## src/rtl/mem_port_arbiter.sv

```systemverilog
// ---------------------------------------------------------------------------
// mem_port_arbiter
//
// Shares one single-port data memory between an instruction-fetch requester
// (port 0) and a load/store requester (port 1). One request is accepted at a
// time under round-robin priority. The memory is driven for exactly one cycle
// (ACCESS), and the result is returned one cycle later (RESPOND). A handshake
// in cycle N gives a memory access in N+1 and a response in N+2.
//
// Ports:
//   clk, rst                     clock and synchronous active-high reset
//   reqN_valid/write/addr/wdata  request fields from requester N
//   reqN_ready                   request accepted this cycle (combinational)
//   respN_valid                  one-cycle response pulse to requester N
//   respN_rdata                  load data, zero unless respN_valid
//   respN_err                    misaligned-address error, zero unless respN_valid
//   mem_address/write_data       address and store data to the memory
//   mem_write/mem_read           memory enables, asserted only in ACCESS
//   mem_data                     read data from the memory, valid in RESPOND
// ---------------------------------------------------------------------------
module mem_port_arbiter #(
    parameter int ADDR_WIDTH = 32,
    parameter int DATA_WIDTH = 32
) (
    input  logic                  clk,
    input  logic                  rst,

    input  logic                  req0_valid,
    input  logic                  req0_write,
    input  logic [ADDR_WIDTH-1:0] req0_addr,
    input  logic [DATA_WIDTH-1:0] req0_wdata,
    output logic                  req0_ready,
    output logic                  resp0_valid,
    output logic [DATA_WIDTH-1:0] resp0_rdata,
    output logic                  resp0_err,

    input  logic                  req1_valid,
    input  logic                  req1_write,
    input  logic [ADDR_WIDTH-1:0] req1_addr,
    input  logic [DATA_WIDTH-1:0] req1_wdata,
    output logic                  req1_ready,
    output logic                  resp1_valid,
    output logic [DATA_WIDTH-1:0] resp1_rdata,
    output logic                  resp1_err,

    output logic [ADDR_WIDTH-1:0] mem_address,
    output logic [DATA_WIDTH-1:0] mem_write_data,
    output logic                  mem_write,
    output logic                  mem_read,
    input  logic [DATA_WIDTH-1:0] mem_data
);

    typedef enum logic [1:0] {
        S_IDLE    = 2'd0,
        S_ACCESS  = 2'd1,
        S_RESPOND = 2'd2
    } state_t;

    // A word access needs the two low address bits clear.
    function automatic logic is_misaligned(input logic [1:0] low_bits);
        return (low_bits != 2'b00);
    endfunction

    state_t                r_state;
    logic                  r_last_grant;
    logic                  r_port;
    logic                  r_write;
    logic                  r_misalign;
    logic                  r_rd_ok;
    logic [ADDR_WIDTH-1:0] r_mem_address;
    logic [DATA_WIDTH-1:0] r_mem_write_data;
    logic                  r_mem_write;
    logic                  r_mem_read;
    logic                  r_resp0_valid;
    logic                  r_resp1_valid;
    logic                  r_resp0_err;
    logic                  r_resp1_err;

    logic                  w_grant0;
    logic                  w_grant1;
    logic                  w_ready0;
    logic                  w_ready1;
    logic                  w_sel_write;
    logic [ADDR_WIDTH-1:0] w_sel_addr;
    logic [DATA_WIDTH-1:0] w_sel_wdata;
    logic                  w_sel_misalign;

    // Round-robin arbitration: on a tie the port not granted last time wins.
    always_comb begin
        w_grant0 = 1'b0;
        w_grant1 = 1'b0;
        if (req0_valid && req1_valid) begin
            if (r_last_grant == 1'b0) begin
                w_grant1 = 1'b1;
            end else begin
                w_grant0 = 1'b1;
            end
        end else if (req0_valid) begin
            w_grant0 = 1'b1;
        end else if (req1_valid) begin
            w_grant1 = 1'b1;
        end else begin
            w_grant0 = 1'b0;
            w_grant1 = 1'b0;
        end
    end

    // Ready only in IDLE and never while reset is asserted.
    always_comb begin
        w_ready0 = 1'b0;
        w_ready1 = 1'b0;
        if ((r_state == S_IDLE) && !rst) begin
            w_ready0 = w_grant0;
            w_ready1 = w_grant1;
        end else begin
            w_ready0 = 1'b0;
            w_ready1 = 1'b0;
        end
    end

    // Mux the fields of the granted port toward the request latch.
    always_comb begin
        w_sel_write = 1'b0;
        w_sel_addr  = '0;
        w_sel_wdata = '0;
        if (w_grant1) begin
            w_sel_write = req1_write;
            w_sel_addr  = req1_addr;
            w_sel_wdata = req1_wdata;
        end else begin
            w_sel_write = req0_write;
            w_sel_addr  = req0_addr;
            w_sel_wdata = req0_wdata;
        end
        w_sel_misalign = is_misaligned(w_sel_addr[1:0]);
    end

    // Main FSM: latches the request, drives memory for one cycle, then responds.
    always_ff @(posedge clk) begin
        if (rst) begin
            r_state          <= S_IDLE;
            r_last_grant     <= 1'b1;
            r_port           <= 1'b0;
            r_write          <= 1'b0;
            r_misalign       <= 1'b0;
            r_rd_ok          <= 1'b0;
            r_mem_address    <= '0;
            r_mem_write_data <= '0;
            r_mem_write      <= 1'b0;
            r_mem_read       <= 1'b0;
            r_resp0_valid    <= 1'b0;
            r_resp1_valid    <= 1'b0;
            r_resp0_err      <= 1'b0;
            r_resp1_err      <= 1'b0;
        end else begin
            case (r_state)
                S_IDLE: begin
                    if (w_ready0 || w_ready1) begin
                        r_state          <= S_ACCESS;
                        r_last_grant     <= w_grant1;
                        r_port           <= w_grant1;
                        r_write          <= w_sel_write;
                        r_misalign       <= w_sel_misalign;
                        r_mem_address    <= w_sel_addr;
                        r_mem_write_data <= w_sel_wdata;
                        // Misaligned requests never touch the memory.
                        r_mem_write      <= w_sel_write & ~w_sel_misalign;
                        r_mem_read       <= ~w_sel_write & ~w_sel_misalign;
                    end else begin
                        r_state <= S_IDLE;
                    end
                end
                S_ACCESS: begin
                    r_state       <= S_RESPOND;
                    r_mem_address <= '0;
                    r_mem_write   <= 1'b0;
                    r_mem_read    <= 1'b0;
                    r_resp0_valid <= ~r_port;
                    r_resp1_valid <= r_port;
                    r_resp0_err   <= ~r_port & r_misalign;
                    r_resp1_err   <= r_port & r_misalign;
                    // Only an aligned load forwards memory data.
                    r_rd_ok       <= ~r_write & ~r_misalign;
                end
                S_RESPOND: begin
                    r_state       <= S_IDLE;
                    r_resp0_valid <= 1'b0;
                    r_resp1_valid <= 1'b0;
                    r_resp0_err   <= 1'b0;
                    r_resp1_err   <= 1'b0;
                    r_rd_ok       <= 1'b0;
                end
                default: begin
                    r_state       <= S_IDLE;
                    r_mem_address <= '0;
                    r_mem_write   <= 1'b0;
                    r_mem_read    <= 1'b0;
                    r_resp0_valid <= 1'b0;
                    r_resp1_valid <= 1'b0;
                    r_resp0_err   <= 1'b0;
                    r_resp1_err   <= 1'b0;
                    r_rd_ok       <= 1'b0;
                end
            endcase
        end
    end

    assign req0_ready     = w_ready0;
    assign req1_ready     = w_ready1;
    assign mem_address    = r_mem_address;
    assign mem_write_data = r_mem_write_data;
    assign mem_write      = r_mem_write;
    assign mem_read       = r_mem_read;
    assign resp0_valid    = r_resp0_valid;
    assign resp1_valid    = r_resp1_valid;
    assign resp0_err      = r_resp0_err;
    assign resp1_err      = r_resp1_err;
    // The memory returns read data in the cycle after the access, so the
    // response forwards mem_data directly, gated by registered qualifiers.
    assign resp0_rdata    = (r_resp0_valid && r_rd_ok) ? mem_data : '0;
    assign resp1_rdata    = (r_resp1_valid && r_rd_ok) ? mem_data : '0;

endmodule

```

## config.mk

```make
export PLATFORM = sky130hd
export DESIGN_NAME = mem_port_arbiter
export DESIGN_NICKNAME = d
export VERILOG_FILES = /design/src/rtl/mem_port_arbiter.sv
export SDC_FILE = /design/constraint.sdc
export NUM_CORES = 1
export LEC_CHECK = 0
export BUFFER_PORTS_ARGS = -buffer_cell sky130_fd_sc_hd__buf_2
export CORE_AREA = 4 4 114 116
export DETAILED_ROUTE_END_ITERATION = 16
export DIE_AREA = 0 0 118 120
export GPL_TIMING_DRIVEN = 1
export PLACE_DENSITY_LB_ADDON = 0.25
export SLEW_MARGIN = 20
export SYNTH_ARGS = -nofsm -noshare
export SYNTH_HDL_FRONTEND = slang
export SYNTH_SLANG_ARGS = --single-unit
```

## constraint.sdc

```tcl
create_clock -name clk -period 4.86 [get_ports clk]
set_clock_uncertainty 0.2 [all_clocks]
set_input_delay 0.972 -clock clk [delete_from_list [all_inputs] [get_ports clk]]
set_output_delay 0.972 -clock clk [all_outputs]
set_load 0.01 [all_outputs]
```

==> results.py <==
metrics = {
    "run_status": {
        "status": "finished clean",
    },
    "synth": {
        "syn-num-nets": 596,
        "synthCells": 430,
        "ys_ff_latch": 77,
        "synthesis.area_um2": 3801,
        "ys_warn_count": 0,
        "synth_top_area_share_pct": 40.55,
        "syn_area_per_cell_um2": 8.840,
        "ys_seq_area_share_pct": 40.55,
        "ys_types": 34,
        "yosysTopAreaCell": "dfxtp_1",
        "synth.top_cells.by_area": "dfxtp_1 (41%), and3_1 (11%), mux2i_1 (9.2%), a311oi_1 (7.6%), o2bb2ai_1 (7.6%)",
    },
    "route": {
        "top_layer": "met4",
        "wl_met1_mm": 5.272,
        "final_antenna_net_count": 0,
        "wl_met2_mm": 7.143,
        "firstDrtPassIters": 4,
        "routed_wl_mm": 13.78,
        "remaining_drc_errors": 0,
        "drt_iter0_markers": 204,
        "met3WireLength_mm": 1.226,
        "num_vias": 4323,
        "via_per_inst": 5.068,
        "wl_per_cell_um": 16.15,
    },
    "critical_path": {
        "crit_required_ps": 4830,
        "worstPathMaxFanout": 41,
        "critPathLaunchType": "input port",
        "rrSetupSlack_ps": 2100,
        "worstSetupPathType": "in2reg",
        "end_kind": "flop",
        "crit_arrival_ps": 3170,
    },
    "floorplan": {
        "core_um2": 11910,
        "num_rows": 40,
        "start_util_pct": 31.91,
        "die_h_um": 120,
        "pin_count": 302,
        "fp.dieW_um": 118,
        "die_area_um2": 14160,
    },
    "place": {
        "routabilityCongestion": 0.8204,
        "dp_hpwl_mm": 10.71,
        "io_buffers": 301,
    },
    "final_layout": {
        "final_common_cell": "buf_2",
        "final_nets": 868,
        "num-fill-cells": 1205,
        "n_antenna_cell": 0,
        "drive_gt1_share_pct": 46.32,
        "syn2layout_area_growth_pct": 47.00,
        "final_cell_mix": "buf_2 (301), dfxtp_1 (77), nand2_1 (69)",
    },
    "job": {
        "drv_cap": 0,
    },
    "clock_network": {
        "cts_root_buf": "clkbuf_16",
        "cts.htree.levels": 3,
        "worstSkewPairLatency_ps": 320,
        "cts_buffers": 9,
        "path_clk_slew_ps": 60,
        "post_cts_resized": 0,
        "clock_tree.buffer_depth": 2,
        "cts_sinks": 77,
        "post_cts_buffers": 0,
        "hold_buffers": 0,
        "cts_tree": "built",
    },
    "global_route": {
        "grt_pass1_vias": 4204,
        "grt_pass1_wl_mm": 20.97,
        "antenna_found_initial": 0,
        "grtUsageTotal_pct": 18.12,
        "grt_overflow_total": 0,
        "grt_max_degree": 69,
    },
    "pwr": {
        "vdd_ir_drop_max_uv": 134.6,
        "power_density_nw_per_um2": 306.6,
        "p_leak_uw": 0.003151,
        "power_uw": 1713,
    },
    "timing": {
        "clock.fmax_mhz": 311.6,
        "rsz0062_at_grt": "no",
        "fin_crit_sh_pct": 66.03,
        "slew_headroom_pct": 32.18,
        "worstMarginPinSlew_ps": 1017,
        "min_period_ps": 3209,
        "maxSlewViolCount": 0,
        "setup_viol": 0,
        "finalHoldViolations": 0,
        "fin_setup_tns_ps": 0,
    },
    "worst_hold_path": {
        "min-delay-path-class": "reg2reg",
    },
}
## synthesized netlist by cell type
cell and number:
nor4_1 1, or2_2 1, o2bb2ai_1 33, a211oi_1 2, a2111oi_1 1, nor3_4 1, a311oi_1 33, nor2_1 6
buf_6 5, a21oi_1 37, a31o_1 1, nand3_1 1, a221o_1 1, dfxtp_1 77, inv_2 1, mux2i_1 35
buf_4 4, nand2_1 69, clkbuf_1 27, or3_1 3, and3_1 64, a21boi_2 1, nor2b_1 1, nor3b_1 3
a21bo_2 1, and2_1 1, inv_1 3, or3b_1 1, nor3_1 2, a22oi_1 1, or2_1 1, a211oi_4 1
nand2_2 1, buf_2 10
## power breakdown
part / switching, µW / internal (µW) / total [µW]
registers: 41.0 / 687 / 728
logic: 189 / 154 / 343
clock network: 248 / 394 / 642
total: 478 / 1230 / 1710
## stage by stage
step	cells	cell area (µm²)	setup WS, ps	hold WS, ps	util, %
after floorplan	430	3801	1954	261.3	-
after global placement	838	5305	1373	240.3	44.54
after detailed placement	838	5305	1291	241.3	44.54
after CTS	853	5588	1640	259.5	46.91
after global routing	853	5588	1399	279.4	46.91
final	853	5588	1651	257.4	46.91
## flip-flops by register name (all words and copies together) (netlist names)
name and flops:
r_write 1, resp0_err 1, r_state 2, mem_address 32, mem_write 1, resp1_valid 1
mem_read 1, r_rd_ok 1, r_port 1, mem_write_data 32, r_last_grant 1, resp0_valid 1
r_misalign 1, resp1_err 1
## worst max-delay path: stages
cell	delay (ps)
buf_2	90
buf_4	250
nor3_4	160
buf_4	370
nand2_2	470
inv_2	640
a311oi_1	190
## final timing paths
kind                               start                           to  depth (start not counted)
setup / recovery                     rst         r_write$_SDFFE_PP0P_                          7
setup reg to reg   r_state[0]$_SDFF_PP0_  mem_address[1]$_SDFFE_PP0P_                          5
hold reg to reg   resp1_err$_SDFFE_PP0P_       resp1_err$_SDFFE_PP0P_                          2
hold / removal    resp1_err$_SDFFE_PP0P_       resp1_err$_SDFFE_PP0P_                          2
## per-layer routing
metal / GRT usage (%) / vias to the layer above
met5: 0 / -
met4: 4.762 / 0
met3: 5.749 / 10
met2: 34.03 / 210
met1: 19.62 / 1965
li1: - / 2138
## cell type report
class                      instances  area, µm²  area share (%)
sequential                        77       1541           27.59
clock buffer                      11      232.7           4.165
multi-input combinational        303       2013           36.03
tap                              147      183.9           3.292
clock inverter                     4      50.05          0.8957
timing repair buffer             307       1551           27.77
inverter                           4      15.01          0.2687
## cell families (layout without fill, tap and decap cells)
| kind of cell | after synthesis | after routing | share of synthesized area, % |
|---|---|---|---|
| AND/OR/NAND/NOR | 156 | 156 | 21.07 |
| AO/OA/AOI/OAI | 112 | 112 | 22.52 |
| flip-flops | 77 | 77 | 40.55 |
| buffers and inverters | 50 | 326 | 6.649 |
| multiplexers | 35 | 35 | 9.217 |
Note: power is estimated with default switching activity, not from simulation.
